### src/rtl/i2c_byte_ctrl.sv
// i2c_byte_ctrl: byte-level sequencer that turns one host transaction
// (optional START, byte write or read, ACK bit, optional STOP) into a
// series of single-bit cmd/cmd_ack handshakes on i2c_phy.
//
// Handshake: a phy command is held on phy_cmd/phy_din until phy_cmd_ack
// is seen high for one cycle; the next command (or NOP on finish/abort)
// is loaded on that same edge, so there is no NOP gap between commands.
module i2c_byte_ctrl (
  input  logic       clk,
  input  logic       rst,
  input  logic       ena,
  input  logic       req,
  input  logic       req_start,
  input  logic       req_stop,
  input  logic       req_write,
  input  logic       req_read,
  input  logic       ack_in,
  input  logic [7:0] txd,
  output logic       busy,
  output logic       done,
  output logic [7:0] rxd,
  output logic       rx_ack,
  output logic       al_out,
  output logic [3:0] phy_cmd,
  output logic       phy_din,
  input  logic       phy_cmd_ack,
  input  logic       phy_dout,
  input  logic       phy_al,
  output logic [2:0] dbg_state
);

  localparam logic [3:0] CMD_NOP   = 4'b0000;
  localparam logic [3:0] CMD_START = 4'b0001;
  localparam logic [3:0] CMD_STOP  = 4'b0010;
  localparam logic [3:0] CMD_WRITE = 4'b0100;
  localparam logic [3:0] CMD_READ  = 4'b1000;

  typedef enum logic [2:0] {
    ST_IDLE  = 3'd0,
    ST_START = 3'd1,
    ST_WRITE = 3'd2,
    ST_READ  = 3'd3,
    ST_ACK   = 3'd4,
    ST_STOP  = 3'd5
  } state_t;

  state_t     r_state, w_state_nx, w_after;
  logic [3:0] r_phy_cmd, w_cmd_nx;
  logic       r_phy_din, w_din_nx;
  logic [7:0] r_sr, w_sr_nx;
  logic [2:0] r_cnt, w_cnt_nx;
  logic       r_busy, w_busy_nx;
  logic       r_done, w_done_nx;
  logic [7:0] r_rxd, w_rxd_nx;
  logic       r_rx_ack, w_rx_ack_nx;
  logic       r_al_out, w_al_nx;
  // Latched request flags; r_rd already has the write-wins rule applied.
  logic       r_stop, w_stop_nx;
  logic       r_wr, w_wr_nx;
  logic       r_rd, w_rd_nx;
  logic       r_ack_in, w_ack_in_nx;
  logic       w_adv;

  assign busy      = r_busy;
  assign done      = r_done;
  assign rxd       = r_rxd;
  assign rx_ack    = r_rx_ack;
  assign al_out    = r_al_out;
  assign phy_cmd   = r_phy_cmd;
  assign phy_din   = r_phy_din;
  assign dbg_state = r_state;

  // Next-state and next-output logic; w_adv/w_after select the state to
  // enter and the command it issues on the coming edge.
  always_comb begin
    w_state_nx  = r_state;
    w_cmd_nx    = r_phy_cmd;
    w_din_nx    = r_phy_din;
    w_sr_nx     = r_sr;
    w_cnt_nx    = r_cnt;
    w_busy_nx   = r_busy;
    w_done_nx   = 1'b0;
    w_rxd_nx    = r_rxd;
    w_rx_ack_nx = r_rx_ack;
    w_al_nx     = r_al_out;
    w_stop_nx   = r_stop;
    w_wr_nx     = r_wr;
    w_rd_nx     = r_rd;
    w_ack_in_nx = r_ack_in;
    w_adv       = 1'b0;
    w_after     = ST_IDLE;

    if ((r_state != ST_IDLE) && (phy_al || !ena)) begin
      // Abort: data registers hold, only control returns to idle.
      w_state_nx = ST_IDLE;
      w_cmd_nx   = CMD_NOP;
      w_cnt_nx   = 3'd7;
      w_busy_nx  = 1'b0;
      w_done_nx  = 1'b1;
      if (phy_al) w_al_nx = 1'b1;
    end else begin
      case (r_state)
        ST_IDLE: begin
          if (req && ena) begin
            w_stop_nx   = req_stop;
            w_wr_nx     = req_write;
            w_rd_nx     = req_read & ~req_write;
            w_ack_in_nx = ack_in;
            w_sr_nx     = txd;
            w_al_nx     = 1'b0;
            w_busy_nx   = 1'b1;
            w_adv       = 1'b1;
            if (req_start)      w_after = ST_START;
            else if (req_write) w_after = ST_WRITE;
            else if (req_read)  w_after = ST_READ;
            else if (req_stop)  w_after = ST_STOP;
            else                w_after = ST_IDLE;
          end
        end
        ST_START: begin
          if (phy_cmd_ack) begin
            w_adv = 1'b1;
            if (r_wr)        w_after = ST_WRITE;
            else if (r_rd)   w_after = ST_READ;
            else if (r_stop) w_after = ST_STOP;
            else             w_after = ST_IDLE;
          end
        end
        ST_WRITE: begin
          if (phy_cmd_ack) begin
            w_sr_nx = {r_sr[6:0], 1'b0};
            if (r_cnt == 3'd0) begin
              w_cnt_nx = 3'd7;
              w_adv    = 1'b1;
              w_after  = ST_ACK;
            end else begin
              w_cnt_nx = r_cnt - 3'd1;
              w_din_nx = r_sr[6];
            end
          end
        end
        ST_READ: begin
          if (phy_cmd_ack) begin
            w_rxd_nx = {r_rxd[6:0], phy_dout};
            if (r_cnt == 3'd0) begin
              w_cnt_nx = 3'd7;
              w_adv    = 1'b1;
              w_after  = ST_ACK;
            end else begin
              w_cnt_nx = r_cnt - 3'd1;
            end
          end
        end
        ST_ACK: begin
          if (phy_cmd_ack) begin
            if (r_wr) w_rx_ack_nx = phy_dout;
            w_adv   = 1'b1;
            w_after = r_stop ? ST_STOP : ST_IDLE;
          end
        end
        ST_STOP: begin
          if (phy_cmd_ack) begin
            w_adv   = 1'b1;
            w_after = ST_IDLE;
          end
        end
        default: begin
          w_adv   = 1'b1;
          w_after = ST_IDLE;
        end
      endcase

      if (w_adv) begin
        w_state_nx = w_after;
        case (w_after)
          ST_START: w_cmd_nx = CMD_START;
          ST_WRITE: begin
            w_cmd_nx = CMD_WRITE;
            w_din_nx = w_sr_nx[7];
          end
          ST_READ:  w_cmd_nx = CMD_READ;
          ST_ACK: begin
            if (r_wr) begin
              w_cmd_nx = CMD_READ;
            end else begin
              w_cmd_nx = CMD_WRITE;
              w_din_nx = r_ack_in;
            end
          end
          ST_STOP:  w_cmd_nx = CMD_STOP;
          default: begin
            w_cmd_nx  = CMD_NOP;
            w_busy_nx = 1'b0;
            w_done_nx = 1'b1;
          end
        endcase
      end
    end
  end

  // State and output registers with synchronous reset.
  always_ff @(posedge clk) begin
    if (rst) begin
      r_state   <= ST_IDLE;
      r_phy_cmd <= CMD_NOP;
      r_phy_din <= 1'b0;
      r_sr      <= 8'h00;
      r_cnt     <= 3'd7;
      r_busy    <= 1'b0;
      r_done    <= 1'b0;
      r_rxd     <= 8'h00;
      r_rx_ack  <= 1'b0;
      r_al_out  <= 1'b0;
      r_stop    <= 1'b0;
      r_wr      <= 1'b0;
      r_rd      <= 1'b0;
      r_ack_in  <= 1'b0;
    end else begin
      r_state   <= w_state_nx;
      r_phy_cmd <= w_cmd_nx;
      r_phy_din <= w_din_nx;
      r_sr      <= w_sr_nx;
      r_cnt     <= w_cnt_nx;
      r_busy    <= w_busy_nx;
      r_done    <= w_done_nx;
      r_rxd     <= w_rxd_nx;
      r_rx_ack  <= w_rx_ack_nx;
      r_al_out  <= w_al_nx;
      r_stop    <= w_stop_nx;
      r_wr      <= w_wr_nx;
      r_rd      <= w_rd_nx;
      r_ack_in  <= w_ack_in_nx;
    end
  end

endmodule

### config.mk
export PLATFORM = sky130hd
export DESIGN_NAME = i2c_byte_ctrl
export DESIGN_NICKNAME = d
export VERILOG_FILES = /design/src/rtl/i2c_byte_ctrl.sv
export SDC_FILE = /design/constraint.sdc
export NUM_CORES = 1
export LEC_CHECK = 0
export CAP_MARGIN = 10
export CORE_ASPECT_RATIO = 0.6
export CORE_MARGIN = 2
export CORE_UTILIZATION = 46
export CTS_BUF_LIST = sky130_fd_sc_hd__clkbuf_4
export DETAILED_ROUTE_END_ITERATION = 12
export GPL_TIMING_DRIVEN = 0
export MAX_ROUTING_LAYER = met4
export PLACE_DENSITY = 0.8
export SETUP_SLACK_MARGIN = 0.15
export SLEW_MARGIN = 40
export SYNTH_ARGS = -nofsm -noshare
export SYNTH_HDL_FRONTEND = slang
export SYNTH_SLANG_ARGS = --single-unit
### constraint.sdc
create_clock -name clk -period 1.6 [get_ports clk]
set_input_delay 0.16 -clock clk [delete_from_list [all_inputs] [get_ports clk]]
set_output_delay 0.16 -clock clk [all_outputs]
set_load 0.03 [all_outputs]
* Word level (Yosys, flattened, before mapping) *
Index checks and enable logic that the tools add are counted.

storage, ports and cells
  bits in registers = 35
  latch bits = 0
  bits in writable memories = 0
  bits in read-only memories = 0
  bits of input ports = 20
  output and inout bits = 20
  logic and storage cells = 95
  memories kept = 0

cells by class
  add/sub/neg operators = 1
  multipliers = 0
  div/mod/pow operators = 0
  magnitude comparators = 0
  equal/unequal tests = 13
  shift-type cells = 0
  multiplexer cells = 43
  bitwise gates (word level) = 3
  reductions and logical operators = 20

operators by type and width
  operator                                                             number
  3-bit two-way mux                                                    14
  1-bit two-way mux                                                    21
  4-bit one-hot mux with 5 select lines                                1
  8-bit two-way mux                                                    2
  8-bit one-hot mux with 2 select lines                                1
  3-bit by 2-bit == test with 1-bit output (second input constant)     4
  3-bit == test (second input constant)                                4
  3-bit one-hot mux with 4 select lines                                1
  3-bit AND reduction                                                  3
  4-bit AND reduction                                                  2
  3-bit by 1-bit == test with 1-bit output (second input constant)     2
  3-bit logical NOT                                                    2
  2-bit != test (second input constant)                                3
  2-bit nonzero test                                                   3
  5-bit OR reduction                                                   1
  4-bit two-way mux                                                    1
  2-bit OR reduction                                                   2
  1-bit one-hot mux with 3 select lines                                1
  3-bit nonzero test                                                   1
  3-bit OR reduction                                                   1
  3-bit by 1-bit subtractor with 3-bit output (second input constant)  1
  1-bit logical AND                                                    2
  1-bit inverter                                                       2
  1-bit one-hot mux with 2 select lines                                1
  other kinds (4)                                                      4

* Depth between registers and ports, before layout *
  depth in word-level cells = 12
  gate-level depth with buffers = 7
  mapped depth without buffers = 7

* Worst setup path after synthesis *
OpenSTA, ideal clock, no wires.

  kind = register to register
  start = reg r_state[0], in the netlist dbg_state[0]
  end = reg r_phy_din, in the netlist phy_din
  library setup time = 0.086 ns
  arrival = 1.709 ns
  data required time = 1.514 ns
  slack = -0.195 ns
  cell stages (with the launch flop) = 7
  path buffers = 1
  clock period less this slack = 1.795 ns
  cell sequence = dfxtp_1 -> buf_6 -> or3_4 -> nor4b_4 -> o211ai_1 -> mux2i_1 -> a211oi_1

between the ends
  cells in the longest elaborated chain, start to end = 7
  elaborated cells between the ends (all ways) = 21
  classes of those cells = eq/ne (7); mux (9); reduce/logical (5)

RTL lines
  element                                                                    line  source
  from (decl)                                                                47    state_t r_state, w_state_nx, w_after;
  from (signal assigned)                                                     219   r_state <= w_state_nx;
  3-bit by 2-bit == test with 1-bit output                                   102   case (r_state)
  2-bit OR reduction (no source line)                                        n/a
  3-bit one-hot mux with 4 select lines                                      102
  3-bit two-way mux                                                          93    if ((r_state != ST_IDLE) && (phy_al || !ena)) begin
  3-bit == test or 3-bit by 2-bit == test with 1-bit output (tied branches)  175   case (w_after)
  1-bit one-hot mux with 2 select lines                                      175
  1-bit two-way mux                                                          173   if (w_adv) begin
  to (signal assigned)                                                       221   r_phy_din <= w_din_nx;
  to (decl)                                                                  49    logic r_phy_din, w_din_nx;

Several ways; a longest one is shown, not always the timed one. The select of a mux whose other input is x is not followed.
A chain may end at the register's enable or synchronous reset.

* Worst setup path in the final report *
Same ends and word-level chain as after synthesis.

==> flow_summary.ini <==
[cts]
root_buffer = clkbuf_4
numClockSinks = 35
cts_buffers = 5
clk_path_buf_depth = 2
path_clk_slew_ps = 110
clk_latency_ps = 340
cts_hold_buf = 0
htreeDepth = 2
cts_tree = done

[detailed_routing]
first_iter_violations = 61
drc = 0
vias = 1710
avgViaCountPerCell = 5.59
ant_nets = 0
detail_route.wl_per_cell_um = 15.1
drt-total-wl_um = 4630
first_pass_iters = 4

[outcome]
violations = negative setup slack
status = complete, but fails checks

[timing]
finClkSkew_ps = 15.9
relSlewSlack_pct = 47.1
grt_setup_unrepaired = yes
fin_ws_ps = -128
slew_viol_final = 0
hold_viol_final = 0
fin_crit_sh_pct = 108
fin_crit_ps = 1730
tightest_slew_ps = 783
fmax_mhz = 579
setup_viol = 16

[pwr]
peakVddDrop_mv = 0.470
combPwrFrac_pct = 26.5
switchingPower_mw = 0.615
internal_power_mw = 1.33
p_leak_nw = 1.00
p_per_area_mw_per_mm2 = 807
pwr-share-clk_pct = 24.8
p_seq_share_pct = 48.7
sw_frac_of_total_pct = 31.6

[setup_path]
crit_slowest_cell = or3_4
cp_max_fo = 5
critical_path.top_delay_family = simple AND/OR/NAND/NOR gates
max_stage_delay_ps = 360
crit_path_end_kind = flip-flop
arrival_ps = 1980
start_kind = flip-flop
cp.required_ps = 1860
worst-path-buf-inv = 1
crit_type = reg -> reg
crit_chain = buf_6 -> or3_4 -> nor4b_4 -> o211ai_1 -> mux2i_1 -> a211oi_1

[floorplanning]
die-area_sq_mm = 0.00432
die_w_um = 83.5
ios = 40
start_util_pct = 47.7
row_count = 17
die_h_um = 51.7
core_sq_mm = 0.00366

[logic_synthesis]
ys_ff_latch = 35
yosys_most_used_dff = dfxtp_1
synth_edf_count = 0
avgSynthCellArea_sq_um = 8.64
synthCells = 202
ys_types = 47
synth_seq_area_share_pct = 40.1
synth_area_sq_mm = 0.00175
ys_warn_count = 0
synth.net_count = 224
async_flop_share_pct = 0

[placement]
gp_congestion = 0.865
io_buffers = 37
post-place-ws_ps = -321
placed_area_sq_mm = 0.00221
place_hpwl_um = 3220
placedCellCount = 286

[min_path]
hold_path.class = in -> reg

[global_route]
grt_max_degree = 12
grt-ovfl-total = 0
grt_pass1_vias = 1538
antenna_found_initial = 0
track_usage_pct = 23.1
grt_pass1_wl_um = 7560

[final_layout]
utilization_pct = 65.9
antenna_cells = 0
drive_gt1_share_pct = 22.4
final_cell_area_sq_mm = 0.00241
area_delta_synth_final_pct = 38.1
nNetsFinal = 280
fillerInstances = 327
fin_cells = 306

[job]
maxCapViolations = 0
flip-flops by register name, indices dropped and copies added (netlist names), 3 cells and up:
register   flops
r_cnt          3
r_sr           8
dbg_state      3
rxd            8
phy_cmd        4
metal layers:
| layer | vias up | wire, um | global-route usage [%] |
|---|---|---|---|
| li1 | 840 | - | - |
| met1 | 810 | 2340 | 32.7 |
| met2 | 58 | 1920 | 33.1 |
| met3 | 2 | 356 | 6.35 |
| met4 | 0 | 15 | 5.11 |
| met5 | - | 0 | - |
stage by stage:
stage	hold WS, ps	power [mW]	setup TNS (ps)
after global routing	188	2.05	-2700
after global placement	448	1.42	-3480
after floorplan	296	1.26	-74.3
after detailed placement	449	1.42	-3990
after CTS	165	1.91	-495
final	186	1.95	-1090
area by class of cell:
cell class	count	area (sq um)	share of cell area (%)
Multi-Input combinational cell	153	1040	43.1
Inverter	2	7.51	0.312
Sequential cell	35	711	29.5
Clock buffer	6	45.0	1.87
Buffer	12	90.1	3.74
Timing Repair Buffer	49	448	18.6
Clock inverter	2	11.3	0.467
Tap cell	47	58.8	2.44
cells in the mapped netlist (2+ instances only):
library cell | n | area, sq um
nand2b_1 | 3 | 18.8
nor2_1 | 36 | 135
clkbuf_1 | 4 | 15.0
o22ai_1 | 2 | 12.5
nor2b_1 | 2 | 12.5
o211ai_1 | 4 | 30.0
o21ai_0 | 5 | 25.0
a21oi_1 | 21 | 105
ha_1 | 2 | 25.0
nand2_1 | 21 | 78.8
and2_1 | 3 | 18.8
nor2_2 | 2 | 12.5
inv_1 | 2 | 7.51
nand3b_1 | 2 | 15.0
a22oi_1 | 3 | 22.5
a32oi_1 | 7 | 61.3
buf_6 | 3 | 33.8
nand3_1 | 2 | 10.0
dfxtp_1 | 35 | 701
a211oi_1 | 3 | 22.5
buf_2 | 4 | 20.0
mux2i_1 | 11 | 110
timing repair:
| action | in CTS | in global routing |
|---|---|---|
| gates resized for setup | 28 | 14 |
| cloned | 1 | 0 |
| buffers inserted | 5 | 6 |
| endpoints found under the setup margin | 42 | 33 |
| pin swaps | 8 | 5 |
placed cells by master, fill, tap and decap left out, types with 3 or more instances in the layout:
master / instances
nor2_1: 33
dfxtp_1: 31
nand2_1: 20
dlygate4sd2_1: 20
a21oi_1: 19
clkdlybuf4s50_1: 17
buf_4: 12
mux2i_1: 11
a32oi_1: 7
clkbuf_4: 6
buf_6: 5
o21ai_0: 5
o211ai_1: 4
clkbuf_1: 3
nor2_4: 3
a22oi_1: 3
worst register-to-register path, cell delays in order, from the launching register on:
cell      delay (ps)
dfxtp_4          350
buf_6            120
or3_4            360
nor4b_4          300
o211ai_1         180
mux2i_1          160
a211oi_1         190
power groups by stage:
stage          registers (mW)  logic, mW  clock network (mW)
2_1_floorplan            1.01      0.247                   0
5_1_grt                 0.954      0.554               0.545
4_1_cts                 0.947      0.476               0.492
6_report                0.948      0.515               0.483
3_3_place_gp            0.966      0.450                   0
3_5_place_dp            0.968      0.457                   0
worst paths after layout:
kind / start / to / slack (ps) / depth (start not counted)
hold / removal: rst / r_wr / 190 / 2
hold reg to reg: r_ack_in / r_ack_in / 470 / 2
setup / recovery: dbg_state[0] / phy_din / -130 / 6
setup reg to reg: dbg_state[0] / phy_din / -130 / 6
logic make-up (layout without fill, tap and decap cells):
family	count (synthesis)	after routing	share of synthesized area, %
AO/OA/AOI/OAI	55	55	21.6
adder cells (fa/ha/maj)	2	2	1.43
buffers and inverters	14	71	4.80
flip-flops	35	35	40.1
multiplexers	12	12	6.95
AND/OR/NAND/NOR	84	84	25.0
Power figures use the tool's default switching activity.
==> edit (same settings) <==
`r_sr` no longer has a reset.
--- a/src/rtl/i2c_byte_ctrl.sv
+++ b/src/rtl/i2c_byte_ctrl.sv
@@ -204,7 +204,6 @@
       r_state   <= ST_IDLE;
       r_phy_cmd <= CMD_NOP;
       r_phy_din <= 1'b0;
-      r_sr      <= 8'h00;
       r_cnt     <= 3'd7;
       r_busy    <= 1'b0;
       r_done    <= 1'b0;
@@ -219,7 +218,6 @@
       r_state   <= w_state_nx;
       r_phy_cmd <= w_cmd_nx;
       r_phy_din <= w_din_nx;
-      r_sr      <= w_sr_nx;
       r_cnt     <= w_cnt_nx;
       r_busy    <= w_busy_nx;
       r_done    <= w_done_nx;
@@ -233,5 +231,9 @@
     end
   end
 
+  always_ff @(posedge clk) begin
+    r_sr <= w_sr_nx;
+  end
+
 endmodule
 
Formal check against the unedited RTL: same outputs for any inputs over 10 cycles, from zero or initial values and one cycle with rst high; that may be too few to reach the edited logic, so the function may still have changed.
==> edit against the original RTL <==
The run still ends with setup timing left. Design area up 11%. Global-route usage down 0.78 points. Hold slack worse by 0.012 ns. Area after synthesis down 0.29%. Count of clock-buffer cells in the layout down 1. Worst setup slack worse by 0.082 ns. Via count down 4.9%. Wire length up 4.6%. Die area down 0.27%. Total power up 13%. Sequential cell count unchanged. Utilization up 7.7 points. Critical endpoint unchanged. Largest power group unchanged. Highest routed layer unchanged.
==> edit: results (changes against the original RTL) <==
| Metric | Value |
|---|---|
| Vias in the first global route | 1414 (-8.1%) |
| CP Launch Point | dbg_state[2] |
| Synth top area cells | dfxtp_1 (31%), edfxtp_1 (14%), mux2i_1 (5.8%) |
| Most frequent cells after synthesis | dfxtp_1 (27), nor2_1 (25), nand2_1 (16), a21oi_1 (12), mux2i_1 (10) |
| Routing usage on met2 | 31.0% (-2.0 points) |
| Seq cells | 35 (unchanged) |
| Final setup fails | 36 (+20) |
| Maximum vdd drop | 0.529 mV (+13%) |
| Post-Syn Nets | 198 (-12%) |
| Share of cells above drive strength 1 | 32.0% (+9.6 points) |
| Port bufs | 38 (+2.7%) |
| Non-CTS inverters | 5 (+3) |
| Dpl hpwl | 2.88 mm (-10%) |
| First-pass GRT wire length | 7.16 mm (-5.2%) |
| Layout net count | 268 (-4.3%) |
| Clock-cell share | 3.18% (+0.84 points) |
| Mapped Cells | 176 (-13%) |
| Placed cell area | 2250 um2 (+2.0%) |
| Met2 Wirelength | 2.03 mm (+6.0%) |
| Largest net degree at the start of global routing | 14 (+2) |
| Multi-input gate share of total cell area | 38.3% (-4.8 points) |
| Drt pass-1 iters | 5 (+1) |
| M3 GR Usage | 4.92% (-1.4 points) |
| Most used routing layer | met1 |
| Starting DRT DRC Count | 129 (+110%) |
| Fin cells | 294 (-3.9%) |
| Setup WS post-layout | -0.210 ns (-0.0820 ns) |
| Outcome | complete, but fails checks |
| Buffers, non-clock | 73 (+20%) |
| Sequential fraction of the synthesis area | 44.9% (+4.7 points) |
| CP arrival | 2.05 ns (+0.07 ns) |
| Failing checks | setup timing |
| Worst-margin pin slew | 0.440 ns (-0.343 ns) |
| Leak | 1.16 nW (+16%) |
edit: worst register-to-register path, cell delays in order (launching register included):
cell and delay, ns:
dfxtp_4 0.38, buf_8 0.12, and4bb_1 0.27, buf_6 0.11
a311oi_1 0.04, a221o_2 0.36, a2111oi_4 0.34, nor4_2 0.06
edit: timing repair:
item,4_1_cts,5_1_grt
pin swaps,14,19
hold buffers,0,0
buffers inserted,19,6
hold endpoints to repair,0,0
gates cloned,1,0
endpoints found under the setup margin,58,43
resized for setup,40,18
edit: logic make-up (layout without fill, tap and decap cells):
family | count (synthesis) | count (layout) | share of synthesized area, %
AND/OR/NAND/NOR | 74 | 74 | 24.4
AO/OA/AOI/OAI | 40 | 40 | 18.4
flip-flops | 35 | 35 | 44.9
buffers and inverters | 15 | 86 | 5.18
multiplexers | 10 | 10 | 5.75
adder cells (fa/ha/maj) | 2 | 2 | 1.44
edit: power by group through the flow:
stage          clock network, mW  registers [mW]  logic [mW]
2_1_floorplan                  0            1.03       0.222
3_3_place_gp                   0           0.999       0.398
3_5_place_dp                   0            1.00       0.401
4_1_cts                    0.682           0.980       0.494
5_1_grt                    0.725           0.988       0.573
6_report                   0.678           0.983       0.538
edit: through the flow:
step           total power, mW  hold slack, ns  setup TNS, ns  worst slack (ns)  utilization [%]
2_1_floorplan             1.26           0.296          -1.61            -0.147                -
4_1_cts                   2.16           0.171          -2.12            -0.193             70.6
5_1_grt                   2.29           0.193          -5.32            -0.288             73.6
3_3_place_gp              1.40           0.447          -8.65            -0.567             61.9
6_report                  2.20           0.174          -2.48            -0.210             73.6
3_5_place_dp              1.40           0.450          -8.86            -0.580             61.9
